--- src/rtl/prod_accum_pkg.sv ---
// Shared types and default widths for the product accumulator.
package prod_accum_pkg;

    localparam int unsigned PW_DEF = 64;
    localparam int unsigned AW_DEF = 72;
    localparam int unsigned CW_DEF = 16;

    typedef enum logic [1:0] {
        IDLE  = 2'd0,
        ACCUM = 2'd1,
        DONE  = 2'd2
    } state_t;

endpackage

--- src/rtl/prod_accum_if.sv ---
// Burst control, product input and result output handshakes of prod_accum.
interface prod_accum_if
    import prod_accum_pkg::*;
#(
    parameter int unsigned PW = PW_DEF,
    parameter int unsigned AW = AW_DEF,
    parameter int unsigned CW = CW_DEF
);

    logic          start;
    logic [CW-1:0] len;
    logic          in_valid;
    logic          in_ready;
    logic [PW-1:0] in_prod;
    logic          out_valid;
    logic          out_ready;
    logic [AW-1:0] out_acc;
    logic          out_ovf;
    logic          busy;

    modport master (
        output start, len, in_valid, in_prod, out_ready,
        input  in_ready, out_valid, out_acc, out_ovf, busy
    );

    modport slave (
        input  start, len, in_valid, in_prod, out_ready,
        output in_ready, out_valid, out_acc, out_ovf, busy
    );

endinterface

--- src/rtl/prod_accum.sv ---
// Sums a burst of unsigned multiplier products into a wide accumulator and
// presents the total with a sticky wrap flag.
module prod_accum
    import prod_accum_pkg::*;
#(
    parameter int unsigned PW = PW_DEF,
    parameter int unsigned AW = AW_DEF,
    parameter int unsigned CW = CW_DEF
) (
    input  logic         clk,
    input  logic         rst_n,
    prod_accum_if.slave  bus
);

    localparam int unsigned SW = AW + 1;

    state_t        state;
    logic [AW-1:0] acc;
    logic          ovf;
    logic [CW-1:0] cnt;

    logic [PW-1:0] prod_c;
    logic [SW-1:0] sum_c;

    // Zero-extended add; the extra top bit is the carry out of the accumulator.
    assign prod_c = bus.in_prod;
    assign sum_c  = {1'b0, acc} + SW'(prod_c);

    // Burst sequencing and accumulation; in ACCUM in_ready is high, so
    // in_valid alone marks a handshake.
    always_ff @(posedge clk or negedge rst_n) begin
        if (!rst_n) begin
            state <= IDLE;
            acc   <= '0;
            ovf   <= 1'b0;
            cnt   <= '0;
        end else begin
            case (state)
                IDLE: begin
                    if (bus.start) begin
                        acc   <= '0;
                        ovf   <= 1'b0;
                        cnt   <= bus.len;
                        state <= (bus.len == '0) ? DONE : ACCUM;
                    end
                end
                ACCUM: begin
                    if (bus.in_valid) begin
                        acc <= sum_c[AW-1:0];
                        ovf <= ovf | sum_c[AW];
                        cnt <= cnt - CW'(1);
                        if (cnt == CW'(1)) begin
                            state <= DONE;
                        end
                    end
                end
                DONE: begin
                    if (bus.out_ready) begin
                        state <= IDLE;
                    end
                end
                default: state <= IDLE;
            endcase
        end
    end

    // Outputs decoded straight from registers; no input-to-output paths.
    assign bus.in_ready  = (state == ACCUM);
    assign bus.out_valid = (state == DONE);
    assign bus.busy      = (state != IDLE);
    assign bus.out_acc   = acc;
    assign bus.out_ovf   = ovf;

endmodule

--- src/flat_wrapper.sv ---
// flat-port wrapper written by rule: the top's interface ports become plain ports
module prod_accum_flat import prod_accum_pkg::*;
#(
    parameter int unsigned PW = PW_DEF,
    parameter int unsigned AW = AW_DEF,
    parameter int unsigned CW = CW_DEF
)
  (clk, rst_n, bus_start, bus_len, bus_in_valid, bus_in_prod, bus_out_ready, bus_in_ready, bus_out_valid, bus_out_acc, bus_out_ovf, bus_busy);
  prod_accum_if #(.PW(PW), .AW(AW), .CW(CW)) bus_i ();
  input  logic clk;
  input  logic rst_n;
  input wire logic [$bits(bus_i.start)-1:0] bus_start;
  input wire logic [$bits(bus_i.len)-1:0] bus_len;
  input wire logic [$bits(bus_i.in_valid)-1:0] bus_in_valid;
  input wire logic [$bits(bus_i.in_prod)-1:0] bus_in_prod;
  input wire logic [$bits(bus_i.out_ready)-1:0] bus_out_ready;
  output wire logic [$bits(bus_i.in_ready)-1:0] bus_in_ready;
  output wire logic [$bits(bus_i.out_valid)-1:0] bus_out_valid;
  output wire logic [$bits(bus_i.out_acc)-1:0] bus_out_acc;
  output wire logic [$bits(bus_i.out_ovf)-1:0] bus_out_ovf;
  output wire logic [$bits(bus_i.busy)-1:0] bus_busy;
  assign bus_i.start = bus_start;
  assign bus_i.len = bus_len;
  assign bus_i.in_valid = bus_in_valid;
  assign bus_i.in_prod = bus_in_prod;
  assign bus_i.out_ready = bus_out_ready;
  assign bus_in_ready = bus_i.in_ready;
  assign bus_out_valid = bus_i.out_valid;
  assign bus_out_acc = bus_i.out_acc;
  assign bus_out_ovf = bus_i.out_ovf;
  assign bus_busy = bus_i.busy;
  prod_accum #(.PW(PW), .AW(AW), .CW(CW)) u_core (.clk(clk), .rst_n(rst_n), .bus(bus_i));
endmodule
--- config.mk ---
export PLATFORM = sky130hd
export DESIGN_NAME = prod_accum_flat
export DESIGN_NICKNAME = d
export VERILOG_FILES = /design/src/rtl/prod_accum_pkg.sv /design/src/rtl/prod_accum_if.sv /design/src/rtl/prod_accum.sv /design/src/flat_wrapper.sv
export SDC_FILE = /design/constraint.sdc
export NUM_CORES = 1
export LEC_CHECK = 0
export CORE_ASPECT_RATIO = 1.5
export CORE_MARGIN = 1
export CORE_UTILIZATION = 53
export CTS_CLUSTER_SIZE = 30
export DETAILED_ROUTE_END_ITERATION = 7
export PLACE_DENSITY_LB_ADDON = 0.3
export RECOVER_POWER = 50
export SLEW_MARGIN = 20
export SYNTH_ARGS = -nofsm -noshare
export SYNTH_HDL_FRONTEND = slang
export SYNTH_SLANG_ARGS = --single-unit
--- constraint.sdc ---
create_clock -name clk -period 4 [get_ports clk]
set_clock_uncertainty 0.2 [all_clocks]
set_input_delay 0.8 -clock clk [delete_from_list [all_inputs] [get_ports clk]]
set_output_delay 0.8 -clock clk [all_outputs]
set_load 0.005 [all_outputs]
Word-level counts from Yosys, hierarchy flattened
Cells that the tools add are included.
- memories kept: 0
- word-level logic and storage cells: 35
- register bits: 91
- output and inout bits: 76
- RAM bits: 0
- bits in latches: 0
- memory bits (read-only): 0
- input port bits: 85
- $add $sub $neg: 2
- div/mod/pow operators: 0
- shift operators: 0
- muxes and demuxes: 15
- multipliers: 0
- order comparisons: 0
- bitwise operators: 1
- reduce and logical (&&, ||, !) cells: 6
- equality and inequality tests: 7
- operators with widths (cell ; number):
    $mux 72 ; 2
    $pmux 72 s2 ; 1
    $add 72x64->73 ; 1
    $mux 16 ; 2
    $pmux 16 s2 ; 1
    $eq 16x1->1 const B ; 1
    $logic_not 16->1 ; 1
    $sub 16x1->16 const B ; 1
    $mux 2 ; 5
    $ne 2x2->1 const B ; 3
    $pmux 2 s3 ; 1
    $reduce_and 4->1 ; 1
    $reduce_bool 2->1 ; 2
    $reduce_and 3->1 ; 1
    $eq 2x1->1 const B ; 1
    $eq 2x2->1 const B ; 1
    $logic_not 2->1 ; 1
    $mux 1 ; 2
    $ne 2x1->1 const B ; 1
    $pmux 1 s2 ; 1
    $or 1x1->1 ; 1

Logic depth before layout (Yosys ltp)
- depth after elaboration: 4
- depth in mapped cells: 13
- gate-level depth less buffers: 13

Least setup slack after synthesis
No wires, ideal clock.
- path kind: input to register
- start point: input port bus_in_prod[15]
- end point: register u_core.acc[71], in the netlist u_core.bus.out_acc[71]
- arrival time: 3.443 ns
- setup slack: 0.278 ns
- required time: 3.721 ns
- setup time: 0.079 ns
- stages: 12
- path through: ha_1 clkbuf_1 nand3_1 or3_1 o221a_1 o21a_1 o21ai_2 a31o_2 a41oi_2 o2111a_1 nor4b_2 mux2i_1
- cells in the longest elaborated chain, start to end: 3
- ends and longest elaborated chain (element ; RTL line ; source):
    start, declared ; flat_wrapper.sv:15 ; input wire logic [$bits(bus_i.in_prod)-1:0] bus_in_prod;
    $add 72x64->73 ; prod_accum.sv:27 ; assign sum_c = {1'b0, acc} + SW'(prod_c);
    $mux 72 ; prod_accum.sv:48 ; if (bus.in_valid) begin
    $pmux 72 s2 ; prod_accum.sv:38 ; case (state)
    end signal, assigned ; prod_accum.sv:49 ; acc <= sum_c[AW-1:0];
    end, declared ; prod_accum.sv:18 ; logic [AW-1:0] acc;
No other way between the ends. The select of a mux whose other input is x is not followed.
A chain may end at the register's enable or synchronous reset.

Final worst setup path
- start point: input port bus_in_prod[1]
- end point: register u_core.acc[69], in the netlist u_core.bus.out_acc[69]
Same word-level chain as after synthesis.

==> summary.md <==
| Metric | Value |
|---|---|
| Post-route insts no fill | 1385 |
| Max Clock Freq | 257 MHz |
| Total CTS buffers | 9 |
| Ys flop type | dfrtp_1 |
| Syn Area/Cell | 7.92 µm² |
| Antenna Nets Post-Route | 0 |
| Adder-Cell Fraction of Synth Area | 11.1% |
| Vias/cell | 5.93 |
| Worst hold path cell count | 2 |
| Final wirelength | 23.2 mm |
| CP Capture Type | flop |
| RSZ-0062 raised after global routing | no |
| Share of the synthesized area in the top cell type | 30.0% |
| Worst-Skew Late Latency | 0.35 ns |
| Period utilisation layout | 97.4% |
| GP Congestion | 0.931 |
| Port Buffers | 160 |
| Slew Limit Fails | 41 |
| Xor/xnor share of the synthesized area | 6.92% |
| Crit-path max FO | 6 |
| Combinational family with the most area after synthesis | compound AO/OA/AOI/OAI gates |
| Asr flop ratio synth | 100% |
| Distinct cells, synth | 70 |
| Worst-case reg-to-reg path depth | 14 |
| Compound-Gate Fraction of Synth Area | 29.4% |
| DR pass1 iterations | 5 |
| Initial antenna violation count | 0 |
| Hold Slack | 0.313 ns |
| Cells after Synth | 959 |
| Slew HR | -55.8% |
| Min Tclk post-route | 3.90 ns |
| Area growth from synthesis to layout | 38.2% |
| # hold bufs at CTS | 0 |
| Via count | 8207 |
| Synth area leader | dfrtp_1 |
| Failing checks | capacitance limit, slew limit |
| Clock transition at path regs | 0.07 ns |
| Critical R2R Capture | u_core.bus.out_acc[50]$_DFFE_PN0P_ |
| N_diodes | 0 |
| Placed cells | 1366 |
| CTS tree | built |
| # Max-Cap Violations | 1 |
| Gr ovfl total | 0 |
| Post-synthesis sequential area ratio | 30.0% |
| Critical Path RT | 4.02 ns |
| RR Startpoint | u_core.bus.out_acc[0]$_DFFE_PN0P_ |
| Min-Delay Endpoint | u_core.bus.out_acc[45]$_DFFE_PN0P_ |
| Setup crit start kind | input port |
| Synthesized flop and latch total | 91 |
| Crit Path Class | input port to flop |
| Share of layout cells above drive strength 1 | 13.2% |
| Hold Violations, Final | 0 |
| Starting Density | 54.3% |
| Number of global-route vias before repair | 8218 |
| I/O pin total | 161 |
| Total GRT Usage | 31.8% |
| DP HPWL | 17.8 mm |
| Synth Warn # | 0 |
| Post-synth net total | 1111 |
| Max clock buf depth | 2 |
| Die H | 149 µm |
| Core ar. | 14000 µm² |
| Clock H-tree levels | 3 |
| Lkg Pwr | 4.80 nW |
| PwrDens | 656 nW/µm² |
| Hold Crit Class | flop to flop |
| Multi-input logic area | 5140 µm² |
| Die ar. | 14800 µm² |
| WL/cell | 16.8 µm |
| Fin nets | 1340 |
| Cell Area, Synth | 7590 µm² |
| Mux cell area share after synthesis | 0.396% |
| # rows | 53 |
| Post-Synth Simple-Gate Area | 18.4% |
| Fillers | 1040 |
| First-pass GRT wire length | 37.7 mm |
| Drc violations | 0 |
| Worst VDD drop | 349 µV |
| Post-synth EDFFs | 0 |
| Die Wd | 99.7 µm |
| CP arrival | 3.92 ns |
| Total power | 6.88 mW |
| Initial DRC count | 402 |
| FF/Latch Area | 2280 µm² |
| Sink Count | 91 |
| R2r setup slk | 0.49 ns |
| Largest net degree at the start of global routing | 45 |
| Outcome | finished, violations left |
| Least-Margin Pin Slew | 2.34 ns |
| Setup Viol. Count Final | 0 |
| Most area-consuming cells after synthesis | dfrtp_1, ha_1, o21ai_0 |
| Hold path start | u_core.bus.out_acc[45]$_DFFE_PN0P_ |
| Clock root cell | clkbuf_16 |
how the worst max path moves through the flow:
stage / startpoint / to / slack, ns
after floorplan: bus_in_prod[15] / u_core.bus.out_acc[71]$_DFFE_PN0P_ / 0.28
after global placement: bus_in_prod[0] / u_core.bus.out_acc[70]$_DFFE_PN0P_ / -0.31
after CTS: bus_in_prod[13] / u_core.bus.out_acc[71]$_DFFE_PN0P_ / 0.01
after global routing: bus_in_prod[7] / u_core.bus.out_acc[70]$_DFFE_PN0P_ / 0.003
final: bus_in_prod[1] / u_core.bus.out_acc[69]$_DFFE_PN0P_ / 0.10
after detailed placement: bus_in_prod[0] / u_core.bus.out_acc[70]$_DFFE_PN0P_ / -0.40
critical path: stages:
cell             delay [ns]
clkdlybuf4s50_1        0.51
ha_1                   0.26
a211o_1                0.31
a211oi_2               0.28
nor2_1                 0.11
a32oi_1                0.26
o21a_1                 0.24
o21ai_2                0.09
a31o_4                 0.26
a41oi_4                0.25
o2111a_2               0.34
nor3_1                 0.09
mux2i_1                0.12
cell families (layout without fill, tap and decap cells):
group / Yosys count / after routing
buffers and inverters: 76 / 310
multiplexers: 3 / 3
flip-flops: 91 / 91
adder cells (fa/ha/maj): 67 / 67
AO/OA/AOI/OAI: 362 / 362
AND/OR/NAND/NOR: 300 / 300
XOR/XNOR: 60 / 60
synth_stat cells (2+ instances only):
library cell / n
nand2_1: 126
o211ai_1: 4
a21o_1: 37
o21a_1: 9
nor2_1: 62
dfrtp_1: 91
or2_2: 3
mux2i_1: 3
nor4_1: 12
nand4_1: 27
o22ai_1: 4
a22oi_1: 10
nor2b_1: 3
and2_1: 8
nor3_1: 14
a21boi_0: 5
o21bai_1: 14
and4_1: 3
and3_1: 6
a211oi_1: 4
buf_2: 2
inv_1: 24
clkbuf_1: 48
o31ai_1: 6
ha_1: 66
a31o_2: 2
o21ai_1: 6
xnor2_1: 28
o21ai_0: 124
o22a_1: 3
xor2_1: 32
nand2b_1: 4
nand3_1: 18
or3_1: 6
a221oi_1: 2
a31oi_1: 12
a22o_1: 4
a21oi_1: 95
cell type report:
cell class	instances	area share, %
timing repair buffer	269	23.0
tap	192	2.29
clock inverter	7	1.00
clock buffer	9	2.15
multi-input combinational	792	49.0
inverter	25	0.894
sequential	91	21.7
where the power goes:
part	leakage, nW	internal [mW]	switching [mW]
combinational	3.45	2.06	2.29
sequential	1.18	1.25	0.299
clock	0.164	0.561	0.417
registers in the layout (all words and copies together) (netlist names):
signal / cells
u_core.cnt: 16
u_core.state: 2
u_core.bus.out_ovf: 1
u_core.bus.out_acc: 72
per-stage QoR:
step	instance area (µm²)	setup slack (ns)	TNS [ns]	utilization, %
floorplan	7590	0.278	0	-
global placement	10000	-0.306	-4.59	71.8
detailed placement	10000	-0.400	-6.66	71.8
CTS	10400	0.0144	0	74.2
global route	10500	0.00254	0	75.0
finish	10500	0.103	0	75.0
cells in the final DEF (no fill, tap or decap), drive strengths merged, types with 3 or more instances in the layout:
cell type,count
a22o,4
a21o,37
o211ai,5
buf,107
mux2i,3
o22a,3
a31oi,12
nor3,14
inv,28
or2,3
and2,9
or3,6
nor2b,3
and4,3
nand2,126
o31ai,7
nor2,63
dlygate4sd3,36
dfrtp,91
nor4,12
ha,66
a211oi,4
o22ai,4
nand2b,4
a21oi,97
clkbuf,12
nand4,27
nand3,18
xor2,32
and3,6
o21ai,131
a22oi,10
o21a,9
a21boi,6
clkdlybuf4s50,121
o21bai,14
xnor2,28
per-layer routing:
metal	wire length (µm)	vias to the layer above	part of all wire [%]	track usage [%]
met4	881	0	3.8	15.6
met3	1030	77	4.5	5.08
met5	0	-	0	0
met1	9070	3889	39	34.7
li1	-	3957	-	-
met2	12200	284	53	58.8
repair_timing:
action,CTS,global route
hold endpoints to repair,0,0
setup buffers,0,3
pin swaps,1,9
resized for setup,3,19
setup endpoints to repair,6,23
No activity file was read; power rests on OpenSTA's default activity.
